[src/rtl/pipe_hazard_ctrl_pkg.sv]
// Shared definitions for the pipeline hazard controller: stage indices,
// multi-cycle handshake state encoding and the default exception vector.
package pipe_hazard_ctrl_pkg;

    // Fixed front-end stage positions; the back-end positions depend on depth.
    localparam int STG_IF = 0;
    localparam int STG_ID = 1;
    localparam int STG_EX = 2;

    // Default redirect target for every exception other than ERET.
    localparam logic [31:0] EXC_VECTOR_DEFAULT = 32'hBFC00380;

    // Multi-cycle unit handshake states.
    typedef enum logic [1:0] {
        MC_IDLE  = 2'd0,
        MC_START = 2'd1,
        MC_WAIT  = 2'd2,
        MC_DONE  = 2'd3
    } mc_state_t;

    // MEM sits two stages before the end of the pipe.
    function automatic int stg_mem(input int nstage);
        return nstage - 2;
    endfunction

    // WB is always the last stage.
    function automatic int stg_wb(input int nstage);
        return nstage - 1;
    endfunction

endpackage

[src/rtl/mc_handshake_fsm.sv]
// Start/wait/done handshake with a multi-cycle execution unit (divider,
// multiplier). Holds EX while the unit works and aborts it on an exception.
module mc_handshake_fsm
    import pipe_hazard_ctrl_pkg::*;
(
    input  logic clk,
    input  logic rst,
    input  logic mc_op,
    input  logic mc_ready,
    input  logic mem_exc_valid,
    input  logic mem_stall_req,
    output logic mc_start,
    output logic mc_cancel,
    output logic mc_busy,
    output logic mc_stall
);

    mc_state_t state_reg;
    logic      mc_start_reg;
    logic      mc_cancel_reg;
    logic      mc_busy_reg;

    // State register plus registered pulses; an exception always wins and
    // cancels the unit only if it had actually been started.
    always_ff @(posedge clk) begin
        if (rst) begin
            state_reg     <= MC_IDLE;
            mc_start_reg  <= 1'b0;
            mc_cancel_reg <= 1'b0;
            mc_busy_reg   <= 1'b0;
        end else begin
            mc_start_reg  <= 1'b0;
            mc_cancel_reg <= 1'b0;
            mc_busy_reg   <= 1'b0;
            if (mem_exc_valid) begin
                state_reg     <= MC_IDLE;
                mc_cancel_reg <= (state_reg == MC_START) || (state_reg == MC_WAIT);
            end else begin
                case (state_reg)
                    MC_IDLE: begin
                        // Do not launch while MEM is frozen; EX would not move anyway.
                        if (mc_op && !mem_stall_req) begin
                            state_reg    <= MC_START;
                            mc_start_reg <= 1'b1;
                            mc_busy_reg  <= 1'b1;
                        end
                    end
                    MC_START: begin
                        if (mc_ready) begin
                            state_reg <= MC_DONE;
                        end else begin
                            state_reg   <= MC_WAIT;
                            mc_busy_reg <= 1'b1;
                        end
                    end
                    MC_WAIT: begin
                        if (mc_ready) begin
                            state_reg <= MC_DONE;
                        end else begin
                            mc_busy_reg <= 1'b1;
                        end
                    end
                    // EX advances during DONE, so mc_op here belongs to the finished op.
                    MC_DONE: state_reg <= MC_IDLE;
                    default: state_reg <= MC_IDLE;
                endcase
            end
        end
    end

    assign mc_start  = mc_start_reg;
    assign mc_cancel = mc_cancel_reg;
    assign mc_busy   = mc_busy_reg;

    // EX is held from the moment the op is seen until the result is back.
    assign mc_stall = ((state_reg == MC_IDLE) && mc_op && !mem_exc_valid)
                    || (state_reg == MC_START)
                    || (state_reg == MC_WAIT);

endmodule

[src/rtl/pipe_hazard_ctrl.sv]
// Pipeline hazard controller: merges per-stage stall requests into stall and
// flush vectors, produces exception/ERET redirects and counts stall cycles.
module pipe_hazard_ctrl
    import pipe_hazard_ctrl_pkg::*;
#(
    parameter int                 NSTAGE     = 5,
    parameter int                 REG_AW     = 5,
    parameter int                 DATA_W     = 32,
    parameter logic [DATA_W-1:0]  EXC_VECTOR = DATA_W'(EXC_VECTOR_DEFAULT),
    parameter int                 CNT_W      = 32
) (
    input  logic              clk,
    input  logic              rst,
    input  logic [REG_AW-1:0] id_rs,
    input  logic [REG_AW-1:0] id_rt,
    input  logic [REG_AW-1:0] ex_rt,
    input  logic              ex_rmem,
    input  logic              id_branch_stall,
    input  logic              if_stall_req,
    input  logic              mem_stall_req,
    input  logic              mc_op,
    input  logic              mc_ready,
    output logic              mc_start,
    output logic              mc_cancel,
    output logic              mc_busy,
    input  logic              mem_exc_valid,
    input  logic              mem_eret,
    input  logic [DATA_W-1:0] mem_cp0_epc,
    output logic [DATA_W-1:0] newpc,
    output logic [NSTAGE-1:0] stall,
    output logic [NSTAGE-1:0] flush,
    output logic [CNT_W-1:0]  stall_cnt
);

    localparam int STG_MEM = stg_mem(NSTAGE);

    logic              mc_stall;
    logic              load_use;
    logic [NSTAGE-1:0] req_at;
    logic [NSTAGE-1:0] stall_raw;
    logic [NSTAGE-1:0] flush_raw;
    logic [CNT_W-1:0]  stall_cnt_reg;

    mc_handshake_fsm u_mc_fsm (
        .clk           (clk),
        .rst           (rst),
        .mc_op         (mc_op),
        .mc_ready      (mc_ready),
        .mem_exc_valid (mem_exc_valid),
        .mem_stall_req (mem_stall_req),
        .mc_start      (mc_start),
        .mc_cancel     (mc_cancel),
        .mc_busy       (mc_busy),
        .mc_stall      (mc_stall)
    );

    // A load into a register ID is about to read; $zero never creates a hazard.
    assign load_use = ex_rmem && (ex_rt != '0) && ((ex_rt == id_rs) || (ex_rt == id_rt));

    // Collect each stall source at the stage that has to hold.
    always_comb begin
        req_at          = '0;
        req_at[STG_IF]  = if_stall_req;
        req_at[STG_ID]  = load_use || id_branch_stall;
        req_at[STG_EX]  = mc_stall;
        req_at[STG_MEM] = mem_stall_req;
    end

    // A request at stage k holds stage k and everything upstream of it; the
    // stage just downstream gets a bubble unless it is itself being held.
    genvar gi;
    generate
        for (gi = 0; gi < NSTAGE; gi++) begin : g_stall
            assign stall_raw[gi] = |(req_at >> gi);
        end
        assign flush_raw[0] = 1'b0;
        for (gi = 1; gi < NSTAGE; gi++) begin : g_flush
            assign flush_raw[gi] = req_at[gi-1] && !stall_raw[gi];
        end
    endgenerate

    // An exception squashes the whole pipe and overrides every hold.
    assign stall = mem_exc_valid ? '0 : stall_raw;
    assign flush = mem_exc_valid ? '1 : flush_raw;
    assign newpc = !mem_exc_valid ? '0 : (mem_eret ? mem_cp0_epc : EXC_VECTOR);

    // Count cycles in which fetch is held, sticking at the maximum value.
    always_ff @(posedge clk) begin
        if (rst) begin
            stall_cnt_reg <= '0;
        end else if (stall[STG_IF] && !(&stall_cnt_reg)) begin
            stall_cnt_reg <= stall_cnt_reg + CNT_W'(1);
        end
    end

    assign stall_cnt = stall_cnt_reg;

endmodule

[config.mk]
export PLATFORM = sky130hd
export DESIGN_NAME = pipe_hazard_ctrl
export DESIGN_NICKNAME = d
export VERILOG_FILES = /design/src/rtl/pipe_hazard_ctrl_pkg.sv /design/src/rtl/mc_handshake_fsm.sv /design/src/rtl/pipe_hazard_ctrl.sv
export SDC_FILE = /design/constraint.sdc
export NUM_CORES = 1
export LEC_CHECK = 0
export BUFFER_PORTS_ARGS = -buffer_cell sky130_fd_sc_hd__buf_4
export CAP_MARGIN = 20
export CELL_PAD_IN_SITES_DETAIL_PLACEMENT = 0
export CELL_PAD_IN_SITES_GLOBAL_PLACEMENT = 1
export CORE_MARGIN = 3
export CORE_UTILIZATION = 34
export DETAILED_ROUTE_END_ITERATION = 12
export GPL_TIMING_DRIVEN = 1
export PLACE_DENSITY = 0.87
export SETUP_SLACK_MARGIN = 0.4
export SYNTH_ARGS = -nofsm -noshare
export SYNTH_HDL_FRONTEND = slang
export SYNTH_SLANG_ARGS = --single-unit
export TNS_END_PERCENT = 30
[constraint.sdc]
create_clock -name clk -period 5.36 [get_ports clk]
set_input_delay 1.072 -clock clk [delete_from_list [all_inputs] [get_ports clk]]
set_output_delay 1.072 -clock clk [all_outputs]
set_load 0.03 [all_outputs]
==> results.md, run 1 <==
- Power per cell area: 177.9 nW/µm²
- DRC Markers: 0
- Critical Path Fanout Max: 43
- Gp weighted congestion: 0.7903
- Port buffer count: 132
- Die height: 93.39 µm
- Final number of max-transition violations: 0
- Global route total overflow: 0
- Post-CTS sizing: 0
- Die Footprint: 8721 µm²
- WHS: 0.5025 ns
- Antenna Cells: 0
- Max reg flops: 32
- GRT Total Usage: 0.1720
- Largest net degree at the start of global routing: 47
- Synth top area cells: dfxtp_1, a21oi_1, and3_1
- Filler Cell Count: 726
- Final hold viol count: 0
- Synth Warn #: 0
- Worst path arrival time: 2.61 ns
- First-iteration detailed-routing DRC count: 89
- Post-synth EDFFs: 0
- TritonCTS clock tree: yes
- Worst Path Required: 4.29 ns
- Final non-filler cell total: 555
- Finished layout cell area: 3715 µm²
- Static Leak: 0.001648 µW
- Placed inst area: 3613 µm²
- Antenna viol nets, final: 0
- Sequential element share of the synthesized area: 0.2853
- Avg Cell Area, Syn: 7.704 µm²
- Max VDD drop: 0.1093 mV
- Final min period: 3.685 ns
- Syn_nets: 400
- RSZ-0062 raised after global routing: false
- Hold WC Path Type: register to register
- Synth Flop Type: dfxtp_1
- # IOs: 134
- Setup Crit Path Kind: input port to primary output
- Initial antenna violation count: 0
- Mapped Area: 2596 µm²
- Clk_lat worst skew: 0.29 ns
- Setup crit end kind: primary output
- Yosys reg bits: 37
- Detail Placement HPWL: 5866 µm
- Core area: 7331 µm²
- Reg2reg setup slack: 2.75 ns
- Hold Path Depth: 2
- Min-delay src: stall_cnt[25]
- Cts hold-fix bufs: 0
- Num rows: 31
- Root Buffer: clkbuf_8
- Final period util: 0.6876
- Share of layout cells above drive strength 1: 0.3596
- FF-to-FF Start: u_mc_fsm.state_reg[1]
- FFs w/ async S/R, synth: 0
- Slew HR: 0.6646
- Hold endpoint: stall_cnt[25]
- First-pass GRT wire length: 12360 µm
- Area grow syn2layout: 43.08%
- Startpoint Class: input port
- Max-Cap Viols: 0
- Final net count: 518
- Final setup fails: 0
- Post-CTS setup repair buffer count: 0
- Largest area contributor in the netlist: dfxtp_1
- Fmax: 271.3 MHz
- Initial Utilization: 0.3542
- Post-synthesis cell type count: 48
- Clk slew on worst S/H paths: 0.07 ns
- Die W: 93.39 µm
- Clock Skews: 0.006983 ns
- Via count: 2825
- Vias in the first global route: 2641
- Cells after synthesis: 337
- Routed WL per cell: 13.82 µm
- Drt pass-1 iters: 5
- Clk sinks: 37
- CTS Buffer Depth: 2
- H-tree depth: 2
- Placed Cells: 547
- Drt via density: 5.090
- CTS Buf Count: 5
- Status: finished clean
- RR Endpoint: stall_cnt[7]
- WL final: 7672 µm
- Area share of the largest cell type after synthesis: 0.2853
- Least-Margin Pin Slew: 0.5031 ns
- Reg2Reg Depth: 8
- Fin Setup TNS: 0 ns
worst max-delay path: stages:
cell and delay, ns:
buf_4 0.11, a211oi_1 0.28, and2b_1 0.31, o21ai_2 0.12, nor2_2 0.10, buf_4 0.33
nor2b_1 0.09, buf_4 0.18
cell usage after synthesis (2+ instances only):
cell and n:
o21ai_0 16, a21oi_1 41, o41ai_1 2, nor2b_1 14
nand4_2 2, and4_1 5, nor3b_1 2, xnor2_1 10
o31ai_1 9, nand4_1 10, nor3_1 6, nor2_1 23
nand3_1 14, a31oi_1 2, inv_1 17, mux2_2 7
nor4_1 3, buf_4 3, and3_1 24, o21ai_2 2
nor4b_1 4, clkbuf_1 12, ha_1 6, buf_2 5
nand2_1 18, or3_1 12, or4_1 11, dfxtp_1 37
per-stage QoR:
stage	total power, µW	utilization	setup slack (ns)
after global placement	448.4	0.4929	1.736
final	660.8	0.5067	1.675
after global routing	694.8	0.5067	1.525
after CTS	667.7	0.5067	1.664
after floorplan	379.4	-	1.850
after detailed placement	450.1	0.4929	1.672
layout by cell type (no fill, tap or decap), types with 5 or more instances in the layout:
cell type  count
nand3_1       14
nor2b_1       14
nor3_1         6
o21ai_0       16
xnor2_1       10
or4_1         11
and3_1        24
dfxtp_1       37
mux2_2         7
clkbuf_8       7
and4_1         5
a21oi_1       41
inv_1         17
buf_4        133
nand2_1       18
nor2_1        22
or3_1         12
ha_1           6
o31ai_1        9
nand4_1       10
power breakdown:
part | internal [µW] | leakage (µW) | switching, µW | total (µW)
clock network | 116 | 0.0000542 | 101 | 218
registers | 277 | 0.000299 | 2.62 | 280
logic | 69.6 | 0.00130 | 93.8 | 163
final cells by class:
cell class,count,area (µm²),share of cell area
multi-input cells,261,1687,0.4540
repair buffers,133,998.5,0.2688
well taps,99,123.9,0.03334
clock buffers,7,96.34,0.02593
flip-flops and latches,37,740.7,0.1994
inverters,17,63.81,0.01718
clock inverters,1,5.005,0.001347
routing by layer:
layer / vias up / wire [µm] / global-route usage
met5: - / 0 / 0
met4: 0 / 68 / 0.04274
met3: 8 / 362 / 0.03379
met2: 61 / 3717 / 0.2847
met1: 1295 / 3524 / 0.2291
li1: 1461 / - / -
cell families (layout without fill, tap and decap cells):
| family | Yosys count | after routing | synth area share |
|---|---|---|---|
| other | 1 | 1 | 0.001444 |
| buffers and inverters | 39 | 158 | 0.06602 |
| XOR/XNOR | 10 | 10 | 0.03373 |
| AND/OR/NAND/NOR | 158 | 158 | 0.3653 |
| multiplexers | 8 | 8 | 0.03470 |
| adder cells (fa/ha/maj) | 6 | 6 | 0.02891 |
| AO/OA/AOI/OAI | 78 | 78 | 0.1846 |
| flip-flops | 37 | 37 | 0.2853 |
worst max-delay path by stage:
stage	start	slack (ns)	cells past startpoint	end
finish	mc_op	1.67	8	stall[0]
global route	mc_op	1.53	8	stall[0]
CTS	mc_op	1.66	8	stall[0]
detailed placement	mc_op	1.67	8	stall[0]
global placement	ex_rt[1]	1.74	6	stall[0]
floorplan	ex_rt[4]	1.85	7	stall[0]
(Power assumes the default switching activity.)
==> inputs of run 2 (changes only) <==
Settings changed: CORE_UTILIZATION 34 to 31, PLACE_DENSITY 0.87 to 0.81.
Clock period 5.36 ns to 3.6 ns, I/O delays scaled along.
==> results.md, run 2 (synthesized netlist as in run 1, its figures left out) <==
- DRC Markers: 0
- Die height: 97.52 µm
- Commonest non-fill, non-tap cell in the layout: buf_4
- Core area: 7928 µm²
- CTS Buffer Depth: 2
- First-pass GRT wire length: 13160 µm
- Via count: 2893
- Finished layout cell area: 3749 µm²
- Max reg flops: 32
- Num rows: 32
- Clock Skews: 0.008503 ns
- Initial antenna violation count: 0
- Largest net degree at the start of global routing: 47
- TritonCTS clock tree: yes
- # IOs: 134
- Final min period: 2.960 ns
- Port buffer count: 132
- Worst Path Required: 2.88 ns
- RSZ-0062 raised after global routing: false
- Max VDD drop: 0.2265 mV
- Area grow syn2layout: 44.39%
- H-tree depth: 2
- Clk slew on worst S/H paths: 0.08 ns
- Area of the multi-input gates: 1687 µm²
- Hold WC Path Type: register to register
- Final hold viol count: 0
- M1 WL: 3752 µm
- Setup crit end kind: primary output
- Startpoint Class: input port
- Routed WL per cell: 14.54 µm
- Final period util: 0.8222
- Fmax: 337.8 MHz
- Critical Path Fanout Max: 3
- First-iteration detailed-routing DRC count: 102
- Max-Cap Viols: 0
- WL final: 8140 µm
- Static Leak: 0.001663 µW
- Final number of max-transition violations: 0
- Antenna viol nets, final: 0
- Clk_lat worst skew: 0.29 ns
- Setup Crit Path Kind: input port to primary output
- Placed inst area: 3632 µm²
- Status: finished clean
- GRT Total Usage: 0.1616
- WHS: 0.5048 ns
- Final net count: 520
- Drt pass-1 iters: 4
- Die W: 97.52 µm
- Cts hold-fix bufs: 0
- Routed wl met3: 373 µm
- Uppermost layer routed: met4
- Die Footprint: 9509 µm²
- Vias in the first global route: 2738
- Filler Cell Count: 818
- Detail Placement HPWL: 6292 µm
- Post-CTS setup repair buffer count: 0
- Clk sinks: 37
- Met2 wire length: 3909 µm
- Root Buffer: clkbuf_8
- Sequential cell area: 740.7 µm²
- Most frequent cells in the layout: buf_4, a21oi_1, dfxtp_1, and3_1, nor2_1
- Global route total overflow: 0
- Final setup fails: 0
- Post-CTS sizing: 0
- Worst path arrival time: 2.24 ns
- Fin Setup TNS: 0 ns
- Drt via density: 5.166
- Power per cell area: 278.5 nW/µm²
- Initial Utilization: 0.3275
- Share of layout cells above drive strength 1: 0.3603
- CTS Buf Count: 5
- Antenna Cells: 0
- Gp weighted congestion: 0.7815
run 2: changes by cell type in the layout (fill, tap and decap cells not counted):
cell and change:
buf_4 +2, bufinv_16 +1, clkbuf_1 +1, clkbuf_8 -1, clkinv_2 -1
run 2: metrics by stage:
step                setup slack, ns  std cells    util  power [µW]
floorplan                    0.7937        337       -       564.9
global placement             0.6242        552  0.4582       673.1
detailed placement           0.6188        552  0.4582       675.2
CTS                          0.6206        560  0.4729        1052
global route                 0.5258        560  0.4729        1089
finish                       0.6401        560  0.4729        1044
run 2: path summary, 6_finish.rpt:
kind              slack [ns]       endpoint             startpoint  cells past startpoint
setup / recovery        0.64       flush[1]               ex_rt[1]                      7
hold / removal          0.50  stall_cnt[25]          stall_cnt[25]                      2
setup reg to reg        1.11  stall_cnt[31]  u_mc_fsm.state_reg[0]                      9
hold reg to reg         0.50  stall_cnt[25]          stall_cnt[25]                      2
run 2: power breakdown:
group          total (µW)  leakage (µW)  switching (µW)  internal [µW]
combinational         249       0.00131             143            105
sequential            416      0.000299            4.01            412
clock                 379     0.0000585             153            226
run 2: per-layer routing:
layer  up-vias  track usage
met1      1341       0.2099
met3        10      0.03948
met4         0      0.03301
met5         -            0
li1       1475            -
met2        67       0.2720
run 2: critical path, cell delays in order:
cell and delay (ns):
buf_4 0.12, or4_1 0.53, o21ai_2 0.22, nor2b_1 0.08, nor2_1 0.22, a31o_2 0.20, buf_4 0.15
run 2: cell type report:
class | count | area share
clock buffer | 7 | 0.02303
clock inverter | 1 | 0.008011
inverter | 17 | 0.01702
multi-input combinational | 261 | 0.4499
sequential | 37 | 0.1976
tap | 102 | 0.03405
timing repair buffer | 135 | 0.2704
==> inputs of run 3 (changes only) <==
Settings changed: CORE_UTILIZATION 31 to 28, PLACE_DENSITY 0.81 to 0.77.
Clock period 3.6 ns to 2.5 ns, I/O delays scaled along.
==> results.md, run 3 (synthesized netlist as in run 1, its figures left out) <==
- Status: finished clean
- Hold endpoint: stall_cnt[13]
- Vias in the first global route: 2835
- CTS Buf Count: 5
- Final setup fails: 0
- Drt pass-1 iters: 6
- FF-to-FF Start: u_mc_fsm.state_reg[0]
- Root Buffer: clkbuf_8
- Initial Utilization: 0.2934
- Commonest non-fill, non-tap cell in the layout: buf_4
- CP Buf/Inv Count: 2
- RSZ-0062 raised after global routing: true
- P_int: 1180 µW
- DRC Markers: 0
- Clk slew on worst S/H paths: 0.07 ns
- CP Cell Sequence: buf_8 -> or4_4 -> o21ai_4 -> nor2b_1 -> nor2_2 -> a31o_4 -> buf_6
- Core area: 8848 µm²
- # IOs: 134
- Most frequent cells in the layout: buf_4, a21oi_1, dfxtp_1, and3_1, nor2_1
- Initial antenna violation count: 0
- Clock Skews: 0.01021 ns
- Detail Placement HPWL: 6548 µm
- Fin Setup TNS: 0 ns
- Setup crit end kind: primary output
- Hold Path Depth: 2
- Startpoint Class: input port
- First-iteration detailed-routing DRC count: 64
- WL final: 8567 µm
- Max-Cap Viols: 0
- Die W: 102.3 µm
- Reg2Reg Depth: 10
- Port buffer count: 132
- Critical path's slowest cell: or4_4
- Hold WC Path Type: register to register
- Min-delay src: stall_cnt[13]
- Die height: 102.3 µm
- Gp weighted congestion: 0.8004
- Least-Margin Pin Slew: 0.5065 ns
- Delay-heaviest family, CP: simple AND/OR/NAND/NOR gates
- Num rows: 34
- Antenna viol nets, final: 0
- Setup Crit Path Kind: input port to primary output
- Routed WL per cell: 14.64 µm
- Share of layout cells above drive strength 1: 0.4570
- CTS Buffer Depth: 2
- Clk sinks: 37
- Final min period: 2.353 ns
- Max reg flops: 32
- Largest net degree at the start of global routing: 47
- Area grow syn2layout: 62.51%
- First-pass GRT wire length: 13500 µm
- Max VDD drop: 0.1505 mV
- Antenna Cells: 0
- Slew HR: 0.6623
- Die Footprint: 10460 µm²
- Critical Path Fanout Max: 3
- Final net count: 539
- Worst path arrival time: 1.85 ns
- Fmax: 424.9 MHz
- Worst Path Required: 2.00 ns
- Static Leak: 0.001820 µW
- Global route total overflow: 0
- Clk_lat worst skew: 0.29 ns
- Via count: 2993
- Power per cell area: 389.9 nW/µm²
- H-tree depth: 2
- Critical path depth: 7
- GRT Total Usage: 0.1603
- CP peak stage delay: 0.54 ns
- Comb power frac: 0.255
- Final hold viol count: 0
- Final number of max-transition violations: 0
- Final period util: 0.9414
- Drt via density: 5.116
- RR Endpoint: stall_cnt[7]
- TritonCTS clock tree: yes
- Sw frac: 0.2825
- Reg2reg setup slack: 0.21 ns
- Sequential share of power: 0.365
- Power Total: 1645 µW
- NetSw: 464.7 µW
- WHS: 0.5063 ns
- Clock share of power: 0.380
==> run 3: changes by cell type in the layout (fill, tap and decap cells not counted), sizes merged <==
cell | previous run | this run
clkbuf | 7 | 5
clkinv | 0 | 1
bufinv | 1 | 2
buf | 135 | 154
==> run 3: how the worst max path moves through the flow <==
stage | to | from | slack (ns)
6_report | flush[1] | ex_rt[4] | 0.15
5_1_grt | flush[1] | ex_rt[3] | 0.07
4_1_cts | stall[0] | u_mc_fsm.state_reg[1] | 0.14
3_5_place_dp | flush[1] | ex_rt[1] | 0.07
3_3_place_gp | flush[1] | ex_rt[1] | 0.07
2_1_floorplan | stall[0] | ex_rt[1] | 0.33
==> run 3: worst min-delay path, cell delays in order (launching register included) <==
cell,delay (ns)
dfxtp_1,0.33
o21ai_0,0.07
a21oi_1,0.06
==> run 3: cell type report <==
class | instances | area (µm²)
clock buffer | 5 | 68.82
clock inverter | 3 | 65.06
fill | 847 | 4629
inverter | 17 | 71.32
multi-input combinational | 261 | 1916
sequential | 37 | 752.0
tap | 108 | 135.1
timing repair buffer | 154 | 1211
==> run 3: what timing repair did <==
item                                    in CTS  in global routing
hold buffers                                 0                  0
pin swaps                                   12                  7
cloned                                       0                  0
buffers inserted                            11                  2
endpoints found under the setup margin      37                 42
gates resized for setup                     30                 11
==> run 3: layer usage <==
metal	global-route usage	wire length, µm
met4	0.03734	73
met3	0.04300	744
met2	0.2884	4284
met5	0	0
met1	0.1895	3464
==> run 3: power by group through the flow <==
| stage | clock network, µW | registers [µW] | logic, µW |
|---|---|---|---|
| 2_1_floorplan | 0 | 621 | 208 |
| 3_3_place_gp | 0 | 614 | 380 |
| 3_5_place_dp | 0 | 615 | 382 |
| 4_1_cts | 647 | 600 | 415 |
| 5_1_grt | 666 | 601 | 452 |
| 6_report | 626 | 600 | 419 |
==> run 3: through the flow <==
step	cells	utilization	area [µm²]	setup WS (ns)
after floorplan	337	-	2690	0.3301
after global placement	564	0.4265	3774	0.06643
after detailed placement	564	0.4265	3774	0.06797
after CTS	583	0.4675	4136	0.1378
after global routing	585	0.4768	4219	0.07477
final	585	0.4768	4219	0.1466
